## src/rtl/id_pkg.sv

```systemverilog
// Shared decode definitions for the ID stage: field encodings, ALU command
// enum, control bundle and the ARM condition-code evaluator.
package id_pkg;

  localparam int NUM_REGS = 16;

  localparam logic [1:0] MODE_ARITH  = 2'b00;
  localparam logic [1:0] MODE_MEM    = 2'b01;
  localparam logic [1:0] MODE_BRANCH = 2'b10;

  localparam logic [3:0] OP_AND = 4'b0000;
  localparam logic [3:0] OP_EOR = 4'b0001;
  localparam logic [3:0] OP_SUB = 4'b0010;
  localparam logic [3:0] OP_ADD = 4'b0100;
  localparam logic [3:0] OP_ADC = 4'b0101;
  localparam logic [3:0] OP_SBC = 4'b0110;
  localparam logic [3:0] OP_TST = 4'b1000;
  localparam logic [3:0] OP_CMP = 4'b1010;
  localparam logic [3:0] OP_ORR = 4'b1100;
  localparam logic [3:0] OP_MOV = 4'b1101;
  localparam logic [3:0] OP_MVN = 4'b1111;

  localparam logic [3:0] COND_EQ = 4'b0000;
  localparam logic [3:0] COND_NE = 4'b0001;
  localparam logic [3:0] COND_CS = 4'b0010;
  localparam logic [3:0] COND_CC = 4'b0011;
  localparam logic [3:0] COND_MI = 4'b0100;
  localparam logic [3:0] COND_PL = 4'b0101;
  localparam logic [3:0] COND_VS = 4'b0110;
  localparam logic [3:0] COND_VC = 4'b0111;
  localparam logic [3:0] COND_HI = 4'b1000;
  localparam logic [3:0] COND_LS = 4'b1001;
  localparam logic [3:0] COND_GE = 4'b1010;
  localparam logic [3:0] COND_LT = 4'b1011;
  localparam logic [3:0] COND_GT = 4'b1100;
  localparam logic [3:0] COND_LE = 4'b1101;
  localparam logic [3:0] COND_AL = 4'b1110;

  typedef enum logic [3:0] {
    EXE_NOP = 4'b0000,
    EXE_MOV = 4'b0001,
    EXE_ADD = 4'b0010,
    EXE_ADC = 4'b0011,
    EXE_SUB = 4'b0100,
    EXE_SBC = 4'b0101,
    EXE_AND = 4'b0110,
    EXE_ORR = 4'b0111,
    EXE_EOR = 4'b1000,
    EXE_MVN = 4'b1001
  } exe_cmd_t;

  typedef struct packed {
    logic     wb;
    logic     mem_r;
    logic     mem_w;
    exe_cmd_t exe_cmd;
    logic     b;
    logic     s;
  } ctrl_t;

  localparam ctrl_t CTRL_NOP = '{wb: 1'b0, mem_r: 1'b0, mem_w: 1'b0,
                                 exe_cmd: EXE_NOP, b: 1'b0, s: 1'b0};

  // sr is {N,Z,C,V}; code 1111 never passes.
  function automatic logic cond_check(input logic [3:0] cond, input logic [3:0] sr);
    logic n, z, c, v;
    {n, z, c, v} = sr;
    case (cond)
      COND_EQ: cond_check = z;
      COND_NE: cond_check = ~z;
      COND_CS: cond_check = c;
      COND_CC: cond_check = ~c;
      COND_MI: cond_check = n;
      COND_PL: cond_check = ~n;
      COND_VS: cond_check = v;
      COND_VC: cond_check = ~v;
      COND_HI: cond_check = c & ~z;
      COND_LS: cond_check = ~c | z;
      COND_GE: cond_check = (n == v);
      COND_LT: cond_check = (n != v);
      COND_GT: cond_check = ~z & (n == v);
      COND_LE: cond_check = z | (n != v);
      COND_AL: cond_check = 1'b1;
      default: cond_check = 1'b0;
    endcase
  endfunction

endpackage

```

## src/rtl/id_stage_pipelined_regfile.sv

```systemverilog
// 16-entry register file with NUM_WB write ports and two combinational read
// ports; the highest-index write port wins on both commit and bypass.
module regfile_mwp
  import id_pkg::*;
#(
  parameter int DATA_W    = 32,
  parameter int NUM_WB    = 1,
  parameter int WB_BYPASS = 1
) (
  input  logic                     clk,
  input  logic                     reset,
  input  logic [NUM_WB-1:0]        wb_en,
  input  logic [4*NUM_WB-1:0]      wb_dest,
  input  logic [DATA_W*NUM_WB-1:0] wb_value,
  input  logic [3:0]               rd_idx1,
  input  logic [3:0]               rd_idx2,
  output logic [DATA_W-1:0]        rd_data1,
  output logic [DATA_W-1:0]        rd_data2
);

  logic [DATA_W-1:0] regs [NUM_REGS];

  // Ports are visited in ascending order so the last (highest) enabled port
  // targeting an index is the one that lands.
  always_ff @(posedge clk or posedge reset) begin
    if (reset) begin
      for (int i = 0; i < NUM_REGS; i++) regs[i] <= '0;
    end else begin
      for (int k = 0; k < NUM_WB; k++) begin
        if (wb_en[k]) regs[wb_dest[4*k +: 4]] <= wb_value[DATA_W*k +: DATA_W];
      end
    end
  end

  always_comb begin
    rd_data1 = regs[rd_idx1];
    rd_data2 = regs[rd_idx2];
    if (WB_BYPASS != 0) begin
      for (int k = 0; k < NUM_WB; k++) begin
        if (wb_en[k] && (wb_dest[4*k +: 4] == rd_idx1)) rd_data1 = wb_value[DATA_W*k +: DATA_W];
        if (wb_en[k] && (wb_dest[4*k +: 4] == rd_idx2)) rd_data2 = wb_value[DATA_W*k +: DATA_W];
      end
    end
  end

endmodule

```

## src/rtl/id_stage_pipelined.sv

```systemverilog
// ARM decode stage: control decode, condition check, register read with
// write-through bypass, and the ID/EX pipeline register toward EXE.
module id_stage_pipelined
  import id_pkg::*;
#(
  parameter int DATA_W      = 32,
  parameter int PC_W        = 32,
  parameter int NUM_WB      = 1,
  parameter int WB_BYPASS   = 1,
  parameter int COND_BUBBLE = 1
) (
  input  logic                     clk,
  input  logic                     reset,
  input  logic                     if_valid,
  input  logic [PC_W-1:0]          if_pc,
  input  logic [31:0]              instruction,
  input  logic [NUM_WB-1:0]        wb_en,
  input  logic [4*NUM_WB-1:0]      wb_dest,
  input  logic [DATA_W*NUM_WB-1:0] wb_value,
  input  logic [3:0]               sr,
  input  logic                     hazard,
  input  logic                     flush,
  input  logic                     ex_hold,
  output logic                     id_ready,
  output logic [3:0]               src1,
  output logic [3:0]               src2,
  output logic                     two_src,
  output logic                     ex_valid,
  output logic                     ex_cond_ok,
  output logic                     ex_wb_en,
  output logic                     ex_mem_r_en,
  output logic                     ex_mem_w_en,
  output logic                     ex_b,
  output logic                     ex_s,
  output logic [3:0]               ex_exe_cmd,
  output logic [DATA_W-1:0]        ex_val_rn,
  output logic [DATA_W-1:0]        ex_val_rm,
  output logic                     ex_imm,
  output logic [11:0]              ex_shift_operand,
  output logic [23:0]              ex_signed_imm_24,
  output logic [3:0]               ex_dest,
  output logic [3:0]               ex_src1,
  output logic [3:0]               ex_src2,
  output logic [PC_W-1:0]          ex_pc
);

  logic [3:0]        cond;
  logic [1:0]        mode;
  logic [3:0]        opcode;
  logic              s_bit;
  logic              mem_write;
  logic              cond_pass;
  logic              bubble;
  ctrl_t             ctrl;
  ctrl_t             ex_ctrl;
  logic [DATA_W-1:0] val_rn;
  logic [DATA_W-1:0] val_rm;

  assign cond      = instruction[31:28];
  assign mode      = instruction[27:26];
  assign opcode    = instruction[24:21];
  assign s_bit     = instruction[20];
  assign mem_write = (mode == MODE_MEM) & ~s_bit;
  assign cond_pass = cond_check(cond, sr);

  // Handshake: IF may present a new instruction only while id_ready=1;
  // ex_valid=1 marks a real instruction in ID/EX, ex_valid=0 a bubble.
  assign id_ready = ~hazard & ~ex_hold;
  assign src1     = instruction[19:16];
  assign src2     = mem_write ? instruction[15:12] : instruction[3:0];
  assign two_src  = ~instruction[25] | mem_write;
  assign bubble   = flush | hazard | ~if_valid;

  always_comb begin
    ctrl = CTRL_NOP;
    case (mode)
      MODE_ARITH: begin
        ctrl.wb = 1'b1;
        ctrl.s  = s_bit;
        case (opcode)
          OP_MOV: ctrl.exe_cmd = EXE_MOV;
          OP_MVN: ctrl.exe_cmd = EXE_MVN;
          OP_ADD: ctrl.exe_cmd = EXE_ADD;
          OP_ADC: ctrl.exe_cmd = EXE_ADC;
          OP_SUB: ctrl.exe_cmd = EXE_SUB;
          OP_SBC: ctrl.exe_cmd = EXE_SBC;
          OP_AND: ctrl.exe_cmd = EXE_AND;
          OP_ORR: ctrl.exe_cmd = EXE_ORR;
          OP_EOR: ctrl.exe_cmd = EXE_EOR;
          OP_CMP: begin
            ctrl.exe_cmd = EXE_SUB;
            ctrl.wb      = 1'b0;
          end
          OP_TST: begin
            ctrl.exe_cmd = EXE_AND;
            ctrl.wb      = 1'b0;
          end
          default: ctrl = CTRL_NOP;
        endcase
      end
      MODE_MEM: begin
        ctrl.exe_cmd = EXE_ADD;
        ctrl.mem_r   = s_bit;
        ctrl.wb      = s_bit;
        ctrl.mem_w   = ~s_bit;
      end
      MODE_BRANCH: ctrl.b = 1'b1;
      default: ctrl = CTRL_NOP;
    endcase
  end

  regfile_mwp #(
    .DATA_W    (DATA_W),
    .NUM_WB    (NUM_WB),
    .WB_BYPASS (WB_BYPASS)
  ) u_regfile (
    .clk      (clk),
    .reset    (reset),
    .wb_en    (wb_en),
    .wb_dest  (wb_dest),
    .wb_value (wb_value),
    .rd_idx1  (src1),
    .rd_idx2  (src2),
    .rd_data1 (val_rn),
    .rd_data2 (val_rm)
  );

  // A flush arriving during ex_hold is dropped here; the hazard unit keeps
  // flush asserted until the hold releases.
  always_ff @(posedge clk or posedge reset) begin
    if (reset) begin
      ex_valid         <= 1'b0;
      ex_cond_ok       <= 1'b0;
      ex_ctrl          <= CTRL_NOP;
      ex_val_rn        <= '0;
      ex_val_rm        <= '0;
      ex_imm           <= 1'b0;
      ex_shift_operand <= '0;
      ex_signed_imm_24 <= '0;
      ex_dest          <= '0;
      ex_src1          <= '0;
      ex_src2          <= '0;
      ex_pc            <= '0;
    end else if (!ex_hold) begin
      ex_val_rn        <= val_rn;
      ex_val_rm        <= val_rm;
      ex_imm           <= instruction[25];
      ex_shift_operand <= instruction[11:0];
      ex_signed_imm_24 <= instruction[23:0];
      ex_dest          <= instruction[15:12];
      ex_src1          <= src1;
      ex_src2          <= src2;
      ex_pc            <= if_pc;
      if (bubble) begin
        ex_valid   <= 1'b0;
        ex_cond_ok <= 1'b0;
        ex_ctrl    <= CTRL_NOP;
      end else begin
        ex_valid   <= 1'b1;
        ex_cond_ok <= cond_pass;
        ex_ctrl    <= (cond_pass || (COND_BUBBLE == 0)) ? ctrl : CTRL_NOP;
      end
    end
  end

  assign ex_wb_en    = ex_ctrl.wb;
  assign ex_mem_r_en = ex_ctrl.mem_r;
  assign ex_mem_w_en = ex_ctrl.mem_w;
  assign ex_b        = ex_ctrl.b;
  assign ex_s        = ex_ctrl.s;
  assign ex_exe_cmd  = ex_ctrl.exe_cmd;

endmodule

```

## config.mk

```make
export PLATFORM = sky130hd
export DESIGN_NAME = id_stage_pipelined
export DESIGN_NICKNAME = d
export VERILOG_FILES = /design/src/rtl/id_pkg.sv /design/src/rtl/id_stage_pipelined_regfile.sv /design/src/rtl/id_stage_pipelined.sv
export SDC_FILE = /design/constraint.sdc
export NUM_CORES = 2
export LEC_CHECK = 0
export BUFFER_PORTS_ARGS = -buffer_cell sky130_fd_sc_hd__buf_2
export CORE_MARGIN = 2
export CORE_UTILIZATION = 50
export DETAILED_ROUTE_END_ITERATION = 6
export PLACE_DENSITY = 0.68
export REMOVE_ABC_BUFFERS = 1
export SLEW_MARGIN = 10
export SYNTH_ARGS = -nofsm -noshare
export SYNTH_HDL_FRONTEND = slang
export SYNTH_SLANG_ARGS = --single-unit
export TNS_END_PERCENT = 5
```

## constraint.sdc

```tcl
create_clock -name clk -period 28.8 [get_ports clk]
set_input_delay 8.64 -clock clk [delete_from_list [all_inputs] [get_ports clk]]
set_output_delay 8.64 -clock clk [all_outputs]
set_load 0.005 [all_outputs]
```

==> metrics <==
Final #Nets=about 3200; Num Clock Sinks=648; DRT antenna net count=0; final slew viol count=0; First DRT Iteration DRCs=approximately 2600; final WL=roughly 110000 um; Synth Warn #=0; DRC=0; Tightest Hold Check Type=reg2reg; CP startpoint kind=primary input; post_cts resized=0; maximum clock path buffer count=3; Bufs and invs on worst path=3; DR WL/cell=27.1 um; TritonCTS buffer count=75; Pre-Repair DR Iteration Count=5; cell mode on critical path=buf_2; top_reg_cell synth=dfrtp_1; delay-heaviest family, CP=buffers and inverters; initial antenna violation count=3; pre-CTS setup slack=roughly 9500 ps; largest net degree at the start of global routing=about 170; endpoints failing setup=0; Initial Utilization=between 50% and 60%; Crit Path Max Fanout=54; cell row count=between 100 and 150; fmax=between 0.05 and 0.06 GHz; H-tree Lvls=3; number of synthesized flops with an enable pin=0; status=finished clean; RSZ-0062 raised after global routing=false; Required @ worst endpoint=about 20000 ps; grt total ovfl=0; CP max stage delay=700 ps; gr usage total=between 20 and 30%; #FFs+latches synth=roughly 650; Hold Buf Count CTS=0; CP arrival=10680 ps; hpwl dp=roughly 65000 um; relative slew slack=between 20% and 30%; RD Place Congestion=0.818; peak supply drop=between 40 and 50 uV; slowest CP cell=or3b_4; final worst path period share=roughly 67%; Clock Tree Root=clkbuf_16; Die Y=approximately 280 um; Port-buffer cells=between 200 and 300; WHS=between 400 and 500 ps; first-pass GRT wire length=about 170000 um; Cells after Synth=roughly 3000; Skew-Pair Late Insertion Delay=between 600 and 700 ps; share of the yosys chip area belonging to registers=between 40 and 50%; total negative slack=0 ps; Least-Margin Pin Slew=around 1100 ps; Worst Slack Setup Final=9480 ps; crit path kind=in2out; vias per inst=6.60; share of cells above drive strength 1=about 44%; Tmin final=approximately 19000 ps; Lkg Pwr=18.6 nW; Netlist cell types=50; Post-CTS Setup Inserts=0; final hold viol count=0; Synth async-reset ratio=100%; CTS tree=yes; Critical Path Sink Type=output port; Die W=between 200 and 300 um; # IOs=277; mean area per synthesized cell=between 10 and 15 um^2; core area=~0.076 mm^2; Critical Path, Cell by Cell=buf_2 > or3b_4 > buf_4 > mux2_4 > buf_2; Layout area overhead=11.1%; Power Density=70.0 mW/mm^2; Via Count=between 20000 and 30000; total die area=between 0.07 and 0.08 mm^2; max cap viols=0; Max Clock Skew=just under 30 ps; Final Core Density=approximately 56%; clock-pin slew on the worst setup and hold paths=50 ps; vias in the first global route=~28000; Syn Std Cell Area=approximately 0.038 mm^2
[per-layer routing]
metal	up-vias	share of wire [%]	global-route usage [%]
met4	4	3.1	10.7
met2	1247	48	46.0
li1	11536	-	-
met3	243	8.5	5.65
met5	-	0.017	0
met1	14215	41	38.3
[logic make-up after synthesis]
group | Yosys count | synth area share [%]
XOR/XNOR | 10 | 0.230
buffers and inverters | 325 | 3.78
AND/OR/NAND/NOR | 427 | 5.05
flip-flops | 648 | 42.6
multiplexers | 1214 | 41.5
AO/OA/AOI/OAI | 383 | 6.85
[sequential cells by signal (all words and copies together) (netlist names)]
signal / cells
ex_exe_cmd: 4
ex_wb_en: 1
ex_cond_ok: 1
ex_val_rn: 32
ex_mem_w_en: 1
ex_shift_operand: 11
ex_signed_imm_24: 13
ex_valid: 1
ex_b: 1
ex_src2: 4
ex_mem_r_en: 1
ex_val_rm: 32
ex_pc: 32
ex_imm: 1
ex_s: 1
u_regfile.regs: 512
[per-stage QoR]
step                      power [W]  cells  cell area (um^2)
after floorplan             0.00177   2689             36600
after global placement      0.00197   3998             39900
after detailed placement    0.00202   3998             39900
after CTS                   0.00297   4130             42300
after global routing        0.00310   4131             42300
final                       0.00296   4131             42300
[cells in the mapped netlist (6+ instances only)]
cell,number,share of area [%]
nand2_1,242,2.4
nand3_1,95,1.3
buf_4,25,0.49
nor2b_1,34,0.56
clkbuf_1,204,2.0
buf_2,43,0.57
mux2i_1,353,9.3
dfrtp_1,648,43
o21ai_0,108,1.4
nand2b_1,10,0.16
inv_1,6,0.059
a211oi_1,65,1.3
mux2_2,635,19
a21oi_2,58,1.3
a31oi_1,32,0.53
nor2_1,18,0.18
o22ai_1,64,1.1
a221oi_1,31,0.71
a21oi_1,8,0.11
buf_1,40,0.39
mux4_2,225,13
[area by class of cell]
cell class	count	area, um^2
multi-input cells	2034	20500
fillers	6131	33300
well taps	978	1220
flip-flops and latches	648	16200
clock buffers	117	2210
diodes	1	2.50
repair buffers	331	1870
inverters	7	33.8
clock inverters	15	190
[report_power, final]
group          switching (W)  internal, W
clock network       0.000379     0.000560
registers           0.000187      0.00111
logic               0.000306     0.000416
[placed cells by master (no fill, tap or decap), types with 3 or more instances in the layout]
cell,count
a211oi_1,65
a21oi_1,8
a21oi_2,58
a221oi_1,31
a31oi_1,32
buf_2,270
buf_4,54
buf_8,3
bufinv_16,4
clkbuf_1,26
clkbuf_16,76
clkbuf_8,16
clkinv_2,9
dfrtp_1,648
inv_1,5
mux2_2,635
mux2i_1,352
mux4_2,225
nand2_1,241
nand2b_1,7
nand2b_2,3
nand3_1,94
nand3b_1,5
nor2_1,9
nor2_4,9
nor2b_1,33
nor3_1,5
o21ai_0,108
o22ai_1,64
o31ai_1,3
xnor2_1,5
xor2_1,5
[worst register-to-register path, stage by stage, from the launching register on]
cell	delay, ps
dfrtp_1	410
mux4_2	500
mux4_2	480
mux2i_1	480
o21ai_0	150
[worst paths after layout]
path / start / slack [ps] / endpoint / cells after the start
setup / recovery: instruction[26] / 9480 / src2[1] / 5
hold / removal: ex_valid$_DFFE_PP0N_ / 470 / ex_valid$_DFFE_PP0N_ / 1
setup reg to reg: u_regfile.regs[46]$_DFFE_PP0P_ / 26630 / ex_val_rn[14]$_DFFE_PP0N_ / 4
hold reg to reg: ex_valid$_DFFE_PP0N_ / 470 / ex_valid$_DFFE_PP0N_ / 1
max in group asynchronous: reset / 16180 / u_regfile.regs[201]$_DFFE_PP0P_ / 6
min in group asynchronous: reset / 8150 / ex_pc[21]$_DFFE_PP0N_ / 2
No activity file was read; power rests on OpenSTA's default activity.
